## src/rtl/inorder_queue_dispatcher.sv

```systemverilog
// inorder_queue_dispatcher
//   Pops one entry at a time from the in-order instruction queue, holds it, and
//   offers it to the functional unit named by its unit-type code through a
//   per-unit valid/ready handshake. Entries with an undefined unit code are
//   dropped with a one-cycle badUnit_o pulse. flush_i overrides every state.
//
//   Unit codes map MSB-first onto issueValid_o / issueReady_i / validUnitMask:
//   code 0 (FX) is bit numUnits-1, code numUnits-1 is bit 0.
//
//   Optional build macro: DISPATCH_STATS_EN adds saturating issued/stall/dropped
//   counters as extra outputs.
module inorder_queue_dispatcher #(
    parameter int unsigned entryWidth       = 256,
    parameter int unsigned funcUnitCodeSize = 3,
    parameter int unsigned numUnits         = 8,
    // MSB-first by code: FX, FP, VX, CR, LS, -, Branch, -
    parameter logic [numUnits-1:0] validUnitMask = 8'b11111010
) (
    input  logic                        clock_i,
    input  logic                        reset_i,
    input  logic                        qIsEmpty_i,
    output logic                        qReadEnable_o,
    input  logic [entryWidth-1:0]       qEntry_i,
    input  logic [funcUnitCodeSize-1:0] qFuncUnit_i,
    input  logic                        flush_i,
    output logic [numUnits-1:0]         issueValid_o,
    input  logic [numUnits-1:0]         issueReady_i,
    output logic [entryWidth-1:0]       issueEntry_o,
    output logic                        busy_o,
    output logic                        badUnit_o
`ifdef DISPATCH_STATS_EN
    ,
    output logic [31:0]                 issuedCount_o,
    output logic [31:0]                 stallCount_o,
    output logic [15:0]                 droppedCount_o
`endif
);

    typedef enum logic [1:0] {
        IDLE,
        WAIT,
        ISSUE
    } stateType;

    stateType                    state;
    stateType                    stateNext;
    logic                        waitPhase;
    logic                        waitPhaseNext;
    logic                        qReadEnableNext;
    logic [numUnits-1:0]         issueValidNext;
    logic [entryWidth-1:0]       issueEntryNext;
    logic                        badUnitNext;
    logic [funcUnitCodeSize-1:0] unitBit;
    logic                        codeDefined;
    logic [numUnits-1:0]         codeOneHot;
    logic                        transfer;

    // Decode the presented unit code into its MSB-first port bit.
    always_comb begin
        // numUnits-1-code collapses to a bitwise inversion because numUnits is a power of two
        unitBit             = ~qFuncUnit_i;
        codeDefined         = validUnitMask[unitBit];
        codeOneHot          = '0;
        codeOneHot[unitBit] = 1'b1;
        transfer            = |(issueValid_o & issueReady_i);
    end

    // Next-state and next-output logic; flush overrides every state.
    always_comb begin
        stateNext       = state;
        waitPhaseNext   = waitPhase;
        qReadEnableNext = 1'b0;
        issueValidNext  = issueValid_o;
        issueEntryNext  = issueEntry_o;
        badUnitNext     = 1'b0;

        if (flush_i) begin
            stateNext      = IDLE;
            waitPhaseNext  = 1'b0;
            issueValidNext = '0;
        end else begin
            unique case (state)
                IDLE: begin
                    if (!qIsEmpty_i) begin
                        qReadEnableNext = 1'b1;
                        waitPhaseNext   = 1'b0;
                        stateNext       = WAIT;
                    end
                end
                WAIT: begin
                    if (!waitPhase) begin
                        // first cycle covers the queue's own pop edge
                        waitPhaseNext = 1'b1;
                    end else begin
                        waitPhaseNext = 1'b0;
                        if (codeDefined) begin
                            issueEntryNext = qEntry_i;
                            issueValidNext = codeOneHot;
                            stateNext      = ISSUE;
                        end else begin
                            badUnitNext = 1'b1;
                            stateNext   = IDLE;
                        end
                    end
                end
                ISSUE: begin
                    if (transfer) begin
                        issueValidNext = '0;
                        if (!qIsEmpty_i) begin
                            qReadEnableNext = 1'b1;
                            waitPhaseNext   = 1'b0;
                            stateNext       = WAIT;
                        end else begin
                            stateNext = IDLE;
                        end
                    end
                end
                default: begin
                    stateNext      = IDLE;
                    waitPhaseNext  = 1'b0;
                    issueValidNext = '0;
                end
            endcase
        end
    end

    // State register and registered outputs.
    always_ff @(posedge clock_i) begin
        if (reset_i) begin
            state         <= IDLE;
            waitPhase     <= 1'b0;
            qReadEnable_o <= 1'b0;
            issueValid_o  <= '0;
            issueEntry_o  <= '0;
            busy_o        <= 1'b0;
            badUnit_o     <= 1'b0;
        end else begin
            state         <= stateNext;
            waitPhase     <= waitPhaseNext;
            qReadEnable_o <= qReadEnableNext;
            issueValid_o  <= issueValidNext;
            issueEntry_o  <= issueEntryNext;
            busy_o        <= (stateNext != IDLE);
            badUnit_o     <= badUnitNext;
        end
    end

`ifdef DISPATCH_STATS_EN
    logic dropEvent;

    // A drop is a bad-unit discard or a flush that kills an entry not yet taken.
    always_comb begin
        dropEvent = badUnitNext
                  || (flush_i && ((state == WAIT) || ((state == ISSUE) && !transfer)));
    end

    // Saturating statistics counters; only reset clears them.
    always_ff @(posedge clock_i) begin
        if (reset_i) begin
            issuedCount_o  <= '0;
            stallCount_o   <= '0;
            droppedCount_o <= '0;
        end else begin
            if ((state == ISSUE) && transfer && (issuedCount_o != '1)) begin
                issuedCount_o <= issuedCount_o + 32'd1;
            end
            if ((state == ISSUE) && !transfer && (stallCount_o != '1)) begin
                stallCount_o <= stallCount_o + 32'd1;
            end
            if (dropEvent && (droppedCount_o != '1)) begin
                droppedCount_o <= droppedCount_o + 16'd1;
            end
        end
    end
`endif

endmodule
```

## config.mk

```make
export PLATFORM = sky130hd
export DESIGN_NAME = inorder_queue_dispatcher
export DESIGN_NICKNAME = d
export VERILOG_FILES = /design/src/rtl/inorder_queue_dispatcher.sv
export SDC_FILE = /design/constraint.sdc
export NUM_CORES = 1
export LEC_CHECK = 0
export ABC_AREA = 1
export BUFFER_PORTS_ARGS = -buffer_cell sky130_fd_sc_hd__buf_2
export CORE_AREA = 2 2 212 214
export DETAILED_ROUTE_END_ITERATION = 12
export DIE_AREA = 0 0 214 216
export PLACE_DENSITY = 0.54
export RECOVER_POWER = 100
export SLEW_MARGIN = 20
export SYNTH_ARGS = -nofsm -noshare
export SYNTH_HDL_FRONTEND = slang
export SYNTH_SLANG_ARGS = --single-unit
```

## constraint.sdc

```tcl
create_clock -name clock_i -period 3.5 [get_ports clock_i]
set_clock_uncertainty 0.05 [all_clocks]
set_input_delay 0.7 -clock clock_i [delete_from_list [all_inputs] [get_ports clock_i]]
set_output_delay 0.7 -clock clock_i [all_outputs]
set_load 0.05 [all_outputs]
```

==> results of run 1 <==
==> how the worst max path moves through the flow <==
stage	end	slack, ns	cells past startpoint
2_1_floorplan	issueValid_o[1]	1.81	8
3_3_place_gp	issueEntry_o[152]	1.03	8
3_5_place_dp	issueEntry_o[175]	1.00	8
4_1_cts	issueEntry_o[107]	1.32	8
5_1_grt	issueEntry_o[238]	0.79	8
6_report	issueEntry_o[3]	0.99	8
==> metrics by stage <==
step / power (W) / util
final: 0.00668 / 0.305
after global routing: 0.00692 / 0.305
after CTS: 0.00678 / 0.313
after detailed placement: 0.00343 / 0.289
after global placement: 0.00343 / 0.289
after floorplan: 0.00324 / -
==> where the power goes <==
group	internal [W]	total (W)	switching (W)
registers	0.00308	0.00309	0.00000495
clock network	0.00207	0.00332	0.00125
logic	0.000129	0.000271	0.000142
==> layout make-up <==
type | count | area share
Inverter | 15 | 0.00515
Clock inverter | 8 | 0.0108
Antenna cell | 1 | 0.000187
Tap cell | 592 | 0.0555
Sequential cell | 270 | 0.405
Timing Repair Buffer | 551 | 0.189
Clock buffer | 45 | 0.0680
Multi-Input combinational cell | 850 | 0.267
==> cells in the final DEF (no fill, tap or decap) <==
master     instances
a21oi_1            2
and3_1             1
buf_12             6
buf_2            269
buf_4              6
bufinv_16          4
clkbuf_1         276
clkbuf_16         31
clkbuf_8           8
clkinv_2           3
dfxtp_1          270
diode_2            1
inv_1             13
inv_6              2
inv_8              1
nand2_1           34
nand3_1           14
nand4_1            2
nor2_1           538
nor2_8             1
o21ai_0          216
o21ai_1           41
o31ai_1            1
==> sequential cells by signal, summed over array words and instances, names as in the netlist <==
signal,count
state,2
busy_o,1
issueValid_o,8
qReadEnable_o,1
waitPhase,1
badUnit_o,1
issueEntry_o,256
==> kinds of logic after synthesis <==
| group | after synthesis | share of synthesized area |
|---|---|---|
| and+or+nand+nor | 590 | 0.234 |
| DFF | 270 | 0.558 |
| AOI/OAI and AO/OA | 260 | 0.134 |
| buffers and inverters | 99 | 0.0740 |
==> layer usage <==
| layer | track usage | routed length, um |
|---|---|---|
| met3 | 0.0331 | 2690 |
| met4 | 0.0485 | 950 |
| met2 | 0.226 | 15200 |
| met1 | 0.154 | 13100 |
| met5 | 0 | 0 |
==> worst reg2reg max path, delay by kind of cell, from the launching register on <==
kind,cells,cell delay [ns]
buf+inv,3,0.96
flops,1,0.38
simple gates,5,1.01
==> key figures, run 1 <==
Power
  – Static leakage: 6.14 nW
  – PwrDens: 500 nW/um2
  – Peak VDD IR: roughly 0.24 mV

Final layout
  – Post-Layout Cell Count: between 2,000 and 2,500
  – Final Instance Area: 13,400 um2
  – # fillers: between 4,000 and 5,000
  – Reg area: 5410 um2
  – Area growth from synthesis to layout: 37.8%
  – Nets: 1,989
  – Area of the multi-input gates: about 3600 um2
  – Share of layout cells above drive strength 1: 0.190

Yosys
  – Top-count cell post-synth: nor2_1
  – Yosys top cell by area: dfxtp_1
  – Seq cells post-synth: 270
  – Syn_nets: 1,490
  – Synth async-reset ratio: 0
  – Synthesized instance count: 1,219
  – Synthesized area per cell: 7.95 um2
  – Post-Syn Area: 9690 um2
  – Top cells by count, synth: nor2_1 (537), dfxtp_1 (270), o21ai_0 (171)
  – Post-synth cell types: 18
  – Post-synth EDFFs: 0
  – Main synth FF type: dfxtp_1
  – Share of the synthesized area in the top cell type: 0.558
  – Synth area leaders: dfxtp_1 (56%), nor2_1 (21%), o21ai_0 (8.8%)
  – Yosys warning count: 0
  – Register area share after synthesis: 0.558

STA
  – Setup tns final: 0 ns
  – Hold slack: 0.310 ns
  – Rel. slew slack: 0.398
  – Final hold viol count: 0
  – Final worst setup slack: 0.991 ns
  – Worst slew pin tran: ~0.9 ns
  – Crit share post-route: 0.717
  – FMAX: 0.399 GHz
  – Max-slew violations: 0
  – Post-layout minimum cycle time: 2.51 ns
  – Setup violations, final: 0
  – RSZ-0062 raised after global routing: no

Detailed routing
  – DRC viols: 0
  – Iter 0 DRT Violations: 607
  – Post-DRT Antenna Nets: 0
  – Final wirelength: 31,900 um
  – Total number of vias: 9,805
  – Via density: 4.20
  – TritonRoute pass-1 iters: 5
  – WL per Instance: roughly 14 um

Die
  – Core ar.: 43,800 um2
  – Die W: around 210 um
  – Initial Util: 0.221
  – I/O Pins: 538
  – Row cnt: 77
  – Full die area: 46,200 um2
  – Die Y-Extent: 216 um

Hold path
  – Min-delay src: qEntry_i[167]
  – Hold path endpoint: issueEntry_o[167]
  – Min-Delay Path Class: input port to flip-flop
  – Hold path depth: 3

Worst setup path
  – Worst path arrival time: 2.90 ns
  – R2R setup slack: 0.99 ns
  – Crit Path Max Fanout: 100
  – Worst setup path start: state[0]
  – Crit-path slowest cell: clkbuf_1
  – CP dominant cell by count: nor2_1
  – Critical Path RT: between 3 and 4 ns
  – R2R depth: 8
  – R2R Path Start: state[0]
  – WP buf/inv: 3
  – Crit end category: flip-flop
  – Critical Path Max Stage Delay: 0.47 ns
  – Worst R2R End: issueEntry_o[3]
  – Cell chain of the critical path: inv_1, nor2_8, nand3_1, nor2_1, inv_8, clkbuf_1, nor2_1, nor2_1
  – Crit-path leading delay family: simple AND/OR/NAND/NOR gates
  – Startpoint Class: flip-flop
  – Setup CP Type: flip-flop to flip-flop

CTS
  – Clock Sinks: 270
  – Setup Buffers After CTS: 0
  – Deepest level of the CTS H-tree: 1
  – # hold bufs at CTS: 0
  – Clock Tree Root: clkbuf_16
  – Worst skew pair latency: 0.55 ns
  – Total CTS buffers: 30
  – Clk slew on worst S/H paths: approximately 0.060 ns
  – Max Root-Sink Buffers: 3
  – Post-cts sizing count: 0
  – TritonCTS clock tree: yes

Placed design
  – Dpl cells: 2,278
  – Setup WS pre-CTS: 1.00 ns
  – Port Buffers: 537
  – Placed instance area: 12,700 um2
  – GPL Wtd Cong: between 0.9 and 1
  – DP HPWL: 22,500 um

Global route
  – First-pass GRT wire length: 49,600 um
  – Global Route Usage Sum: 0.130
  – Largest net degree at the start of global routing: 102
  – Initial antenna violation count: 1
  – GR Overflow Total: 0
  – Vias in the first global route: 9,451

Status
  – Status: completed

Run
  – MaxCap Viol Count: 0
Note: power is estimated with default switching activity, not from simulation.
==> run 2, diff against run 1 <==
- CORE_AREA: 2 2 212 214 -> 2 2 207 209
- DIE_AREA: 0 0 214 216 -> 0 0 209 211
- PLACE_DENSITY: 0.54 -> 0.57
- clock period: 3.5 -> 2.03 ns (I/O delays scaled with it)
==> key figures, run 2 (synthesized netlist as in run 1, its figures left out) <==
Status
  – Status: completed

STA
  – Setup tns final: 0 ns
  – Crit share post-route: 0.928
  – Rel. slew slack: 0.544
  – Worst slew pin tran: 0.686 ns
  – Final worst setup slack: 0.147 ns
  – Post-layout minimum cycle time: 1.88 ns
  – FMAX: about 0.53 GHz
  – Max-slew violations: 0
  – RSZ-0062 raised after global routing: no
  – Final hold viol count: 0
  – Setup violations, final: 0

Final layout
  – Largest Register: issueEntry_o
  – Commonest non-fill, non-tap cell in the layout: nor2_1
  – Commonest cells after routing, fill and taps aside: nor2_1 (537), dfxtp_1 (270), buf_2 (270)
  – Reg area: approximately 5400 um2
  – Area of the multi-input gates: 3570 um2
  – Final Instance Area: 14,000 um2
  – Nets: 2,073
  – Share of layout cells above drive strength 1: 0.202
  – Top Registers: issueEntry_o x256, issueValid_o x8, state x2
  – Area growth from synthesis to layout: 44.9%
  – Max FFs per register: 256
  – # fillers: roughly 4,500
  – Post-Layout Cell Count: 2,363

Global route
  – Initial antenna violation count: 4
  – Vias in the first global route: 9,734
  – Global Route Usage Sum: 0.144
  – First-pass GRT wire length: 51,700 um
  – Largest net degree at the start of global routing: 88
  – GR Overflow Total: 0

Placed design
  – Placed instance area: around 13,000 um2
  – Dpl cells: approximately 2,200
  – Port Buffers: 537
  – Setup WS pre-CTS: 0.132 ns
  – DP HPWL: 24,900 um
  – GPL Wtd Cong: 0.833

Detailed routing
  – Post-DRT Antenna Nets: 0
  – Via density: 4.28
  – Iter 0 DRT Violations: 623
  – Total number of vias: 10,100
  – TritonRoute pass-1 iters: 4
  – WL per Instance: 14.4 um
  – DRC viols: 0
  – Final wirelength: 33,900 um

Worst setup path
  – Setup CP Type: flip-flop to output pin
  – Critical Path Max Stage Delay: 0.54 ns
  – WP buf/inv: 1
  – Cell chain of the critical path: buf_1
  – Crit-path leading delay family: buffers and inverters
  – Crit Path Max Fanout: 2
  – Startpoint Class: flip-flop
  – Worst path arrival time: 1.43 ns
  – Critical Path RT: 1.57 ns
  – Crit end category: output pin
  – Crit-path slowest cell: buf_1

CTS
  – Clk slew on worst S/H paths: approximately 0.060 ns
  – Clock Sinks: 270
  – Total CTS buffers: 29
  – Max Root-Sink Buffers: 3
  – Clock Tree Root: clkbuf_16
  – Post-cts sizing count: 0
  – Deepest level of the CTS H-tree: 1
  – Setup Buffers After CTS: 0
  – Worst skew pair latency: 0.55 ns
  – TritonCTS clock tree: yes

Power
  – Clk pwr share: 0.467
  – Static leakage: between 6 and 7 nW
  – Sequential share of power: 0.481
  – Peak VDD IR: 0.486 mV
  – Comb pwr share: 0.052
  – PwrDens: 788 nW/um2
  – Psw: 0.00247 W
  – Final total power: 0.0111 W
  – Power Internal: 0.00860 W
  – Sw frac: 0.223

Die
  – Initial Util: 0.232
  – Core ar.: ~42,000 um2
  – Die W: 209 um
  – Row cnt: 75
  – I/O Pins: 538
  – Die Y-Extent: about 210 um
  – Full die area: 44,100 um2

Run
  – MaxCap Viol Count: 0

Hold path
  – Min-Delay Path Class: input port to flip-flop
[run 2: cell count changes in the layout (fill, tap and decap cells not counted), moves of 2 or more]
| cell | previous run | this run |
|---|---|---|
| bufinv_16 | 4 | 2 |
| buf_12 | 6 | 12 |
| o21ai_1 | 41 | 34 |
| dlygate4sd3_1 | 0 | 64 |
| clkbuf_8 | 8 | 3 |
| clkbuf_1 | 276 | 257 |
| clkinvlp_4 | 0 | 2 |
| clkbuf_16 | 31 | 29 |
| clkbuf_2 | 0 | 21 |
| o21ai_0 | 216 | 223 |
| buf_1 | 0 | 4 |
| clkinv_2 | 3 | 8 |
| buf_4 | 6 | 12 |
[run 2: path summary, 6_finish.rpt]
path                                         from           endpoint  slack (ns)  cells past startpoint
worst max register to register           state[0]  issueEntry_o[117]        0.20                      9
worst min register to register    issueValid_o[2]    issueValid_o[2]        0.41                      2
worst min-delay path                 qEntry_i[75]   issueEntry_o[75]        0.03                      3
worst max-delay path            issueEntry_o[225]  issueEntry_o[225]        0.15                      1
[run 2: final cells by class]
| cell class | instances | area share |
|---|---|---|
| flip-flops and latches | 270 | 0.385 |
| multi-input cells | 850 | 0.254 |
| repair buffers | 636 | 0.242 |
| clock buffers | 38 | 0.0562 |
| well taps | 539 | 0.0480 |
| clock inverters | 13 | 0.00882 |
| inverters | 15 | 0.00490 |
| diodes | 2 | 0.000356 |
[run 2: repair_timing]
action,in CTS,in global routing
hold endpoints to repair,64,0
setup endpoints to repair,0,0
hold buffers,64,0
[run 2: per-layer routing]
metal	global-route usage	vias to the layer above	share of wire	wire (um)
li1	-	5056	-	-
met1	0.162	4540	0.40	13500
met2	0.254	447	0.48	16200
met3	0.0422	69	0.084	2860
met4	0.0626	0	0.037	1270
met5	0	-	0	0
[run 2: worst min-delay path, stage by stage]
cell and delay (ns):
buf_2 0.07, nor2_1 0.03, nor2_1 0.08
[run 2: power by group through the flow]
stage / logic (W) / clock network [W] / registers, W
after floorplan: 0.000106 / 0 / 0.00549
after global placement: 0.000487 / 0 / 0.00544
after detailed placement: 0.000488 / 0 / 0.00544
after CTS: 0.000589 / 0.00530 / 0.00532
after global routing: 0.000627 / 0.00551 / 0.00532
final: 0.000580 / 0.00516 / 0.00532
[run 2: metrics by stage]
step	hold slack, ns	utilization
final	0.0259	0.336
after floorplan	0.435	-
after detailed placement	0.402	0.308
after global routing	0.00773	0.336
after global placement	0.402	0.308
after CTS	0.000102	0.345
==> run 3, diff against run 2 <==
- CELL_PAD_IN_SITES_DETAIL_PLACEMENT: unset -> 1
- CELL_PAD_IN_SITES_GLOBAL_PLACEMENT: unset -> 1
- CORE_AREA: 2 2 207 209 -> 2 2 211 213
- DIE_AREA: 0 0 209 211 -> 0 0 213 215
- PLACE_DENSITY: 0.57 -> 0.72
- clock period: 2.03 -> 1.7 ns (I/O delays scaled with it)
==> key figures, run 3 (synthesized netlist as in run 1, its figures left out) <==
CTS
  – Max Root-Sink Buffers: 3
  – Clk slew on worst S/H paths: about 0.06 ns
  – Worst skew pair latency: 0.56 ns
  – Deepest level of the CTS H-tree: 1
  – TritonCTS clock tree: yes
  – Total CTS buffers: 31
  – Clock Tree Root: clkbuf_16
  – Clock Sinks: 270

Global route
  – Vias in the first global route: 13,300
  – Largest net degree at the start of global routing: 96
  – GR Overflow Total: 0
  – Initial antenna violation count: 3
  – First-pass GRT wire length: 72,600 um
  – Global Route Usage Sum: 0.198

Die
  – Die W: 213 um
  – Die Y-Extent: 215 um
  – Row cnt: just under 80
  – I/O Pins: about 540
  – Core ar.: 43,600 um2
  – Initial Util: 0.222
  – Full die area: 45,800 um2

Final layout
  – Utilization after layout: 0.393
  – Commonest cells after routing, fill and taps aside: buf_2 (535), nor2_1 (476), dfxtp_1 (269)
  – Area growth from synthesis to layout: 76.8%
  – Largest Register: issueEntry_o
  – Commonest non-fill, non-tap cell in the layout: buf_2
  – Nets: 2,303
  – Share of layout cells above drive strength 1: 0.358
  – Max FFs per register: 256
  – Top Registers: issueEntry_o x256, issueValid_o x8, state x2

Worst setup path
  – Worst path arrival time: around 2.1 ns
  – Setup CP Type: flip-flop to flip-flop
  – R2R depth: 8
  – Critical Path RT: 2.13 ns
  – Startpoint Class: flip-flop
  – Crit Path Max Fanout: 16
  – R2R setup slack: 0.009 ns
  – Crit end category: flip-flop

Power
  – PwrDens: 848 nW/um2
  – Static leakage: slightly below 9 nW
  – Peak VDD IR: 0.608 mV

STA
  – Crit share post-route: 0.995
  – Worst slew pin tran: 0.399 ns
  – RSZ-0062 raised after global routing: yes
  – FMAX: 0.591 GHz
  – Rel. slew slack: 0.734
  – Post-layout minimum cycle time: 1.69 ns
  – Setup violations, final: 0
  – Max-slew violations: 0
  – Final hold viol count: 0
  – Final worst setup slack: 0.00933 ns

Placed design
  – Setup WS pre-CTS: -0.0749 ns
  – DP HPWL: roughly 28,000 um
  – Port Buffers: 537
  – GPL Wtd Cong: 0.813

Status
  – Status: completed

Run
  – MaxCap Viol Count: 0

Hold path
  – Hold path depth: 3
  – Min-Delay Path Class: input port to flip-flop

Detailed routing
  – DRC viols: 0
  – Iter 0 DRT Violations: 607
  – Final wirelength: between 50,000 and 60,000 um
  – WL per Instance: 19.1 um
  – Via density: roughly 4.5
  – Post-DRT Antenna Nets: 0
  – TritonRoute pass-1 iters: 5
  – Total number of vias: 12,100
## run 3: cell count changes in the layout (fill, tap and decap cells not counted), moves of 54 or more
cell | before | now
nor2_1 | 537 | 476
o21ai_1 | 34 | 88
nor2_2 | 0 | 55
dlygate4sd3_1 | 64 | 248
buf_2 | 270 | 535
clkbuf_1 | 257 | 7
o21ai_0 | 223 | 169
## run 3: critical path, stage by stage (launching register included)
cell and delay, ns:
dfxtp_1 0.36, nor2_8 0.14, nand3_4 0.08, nor2_4 0.17, buf_4 0.15, buf_12 0.17, buf_12 0.15, o21ai_1 0.10
nor2_1 0.21
## run 3: timing repair
action | in CTS | in global routing
buffers inserted | 0 | 6
pin swaps | 0 | 5
gates resized for setup | 1 | 95
endpoints found under the setup margin | 1 | 227
hold buffers | 248 | 0
cloned | 0 | 6
hold endpoints to repair | 248 | 0
## run 3: layer usage
metal / global-route usage / up-vias / part of all wire
met5: 0 / - / 0.00026
met4: 0.111 / 2 / 0.057
met3: 0.0468 / 194 / 0.069
met2: 0.358 / 578 / 0.50
met1: 0.209 / 5772 / 0.37
li1: - / 5517 / -
## run 3: area by class of cell
| class | instances | area, um2 |
|---|---|---|
| Antenna cell | 3 | 7.51 |
| Clock buffer | 43 | 881 |
| Sequential cell | 270 | 5410 |
| Clock inverter | 15 | 181 |
| Timing Repair Buffer | 862 | 6060 |
| Tap cell | 592 | 741 |
| Inverter | 15 | 73.8 |
| Fill cell | 5276 | 26500 |
| Multi-Input combinational cell | 850 | 3760 |
| Timing Repair inverter | 2 | 22.5 |
## run 3: final timing paths
kind	start	end
max reg2reg	state[1]	issueEntry_o[33]
min reg2reg	issueValid_o[0]	issueValid_o[0]
max	state[1]	issueEntry_o[33]
min	qEntry_i[210]	issueEntry_o[210]
## run 3: per-stage QoR
step / total power, W / hold WS [ns] / cell area, um2 / setup TNS (ns) / cells
after detailed placement: 0.00711 / 0.410 / 13100 / -0.856 / 2332
final: 0.0145 / 0.00660 / 17100 / 0 / 2652
after CTS: 0.0145 / 0.00273 / 16700 / 0 / 2638
after floorplan: 0.00668 / 0.425 / 9690 / 0 / 1219
after global placement: 0.00710 / 0.397 / 13100 / 0 / 2332
after global routing: 0.0150 / -0.00715 / 17100 / -2.89 / 2651
## run 3: where the power goes
part,leakage (nW),internal [W],switching [W]
clock network,0.529,0.00421,0.00282
registers,2.17,0.00634,0.0000101
logic,6.04,0.000682,0.000468
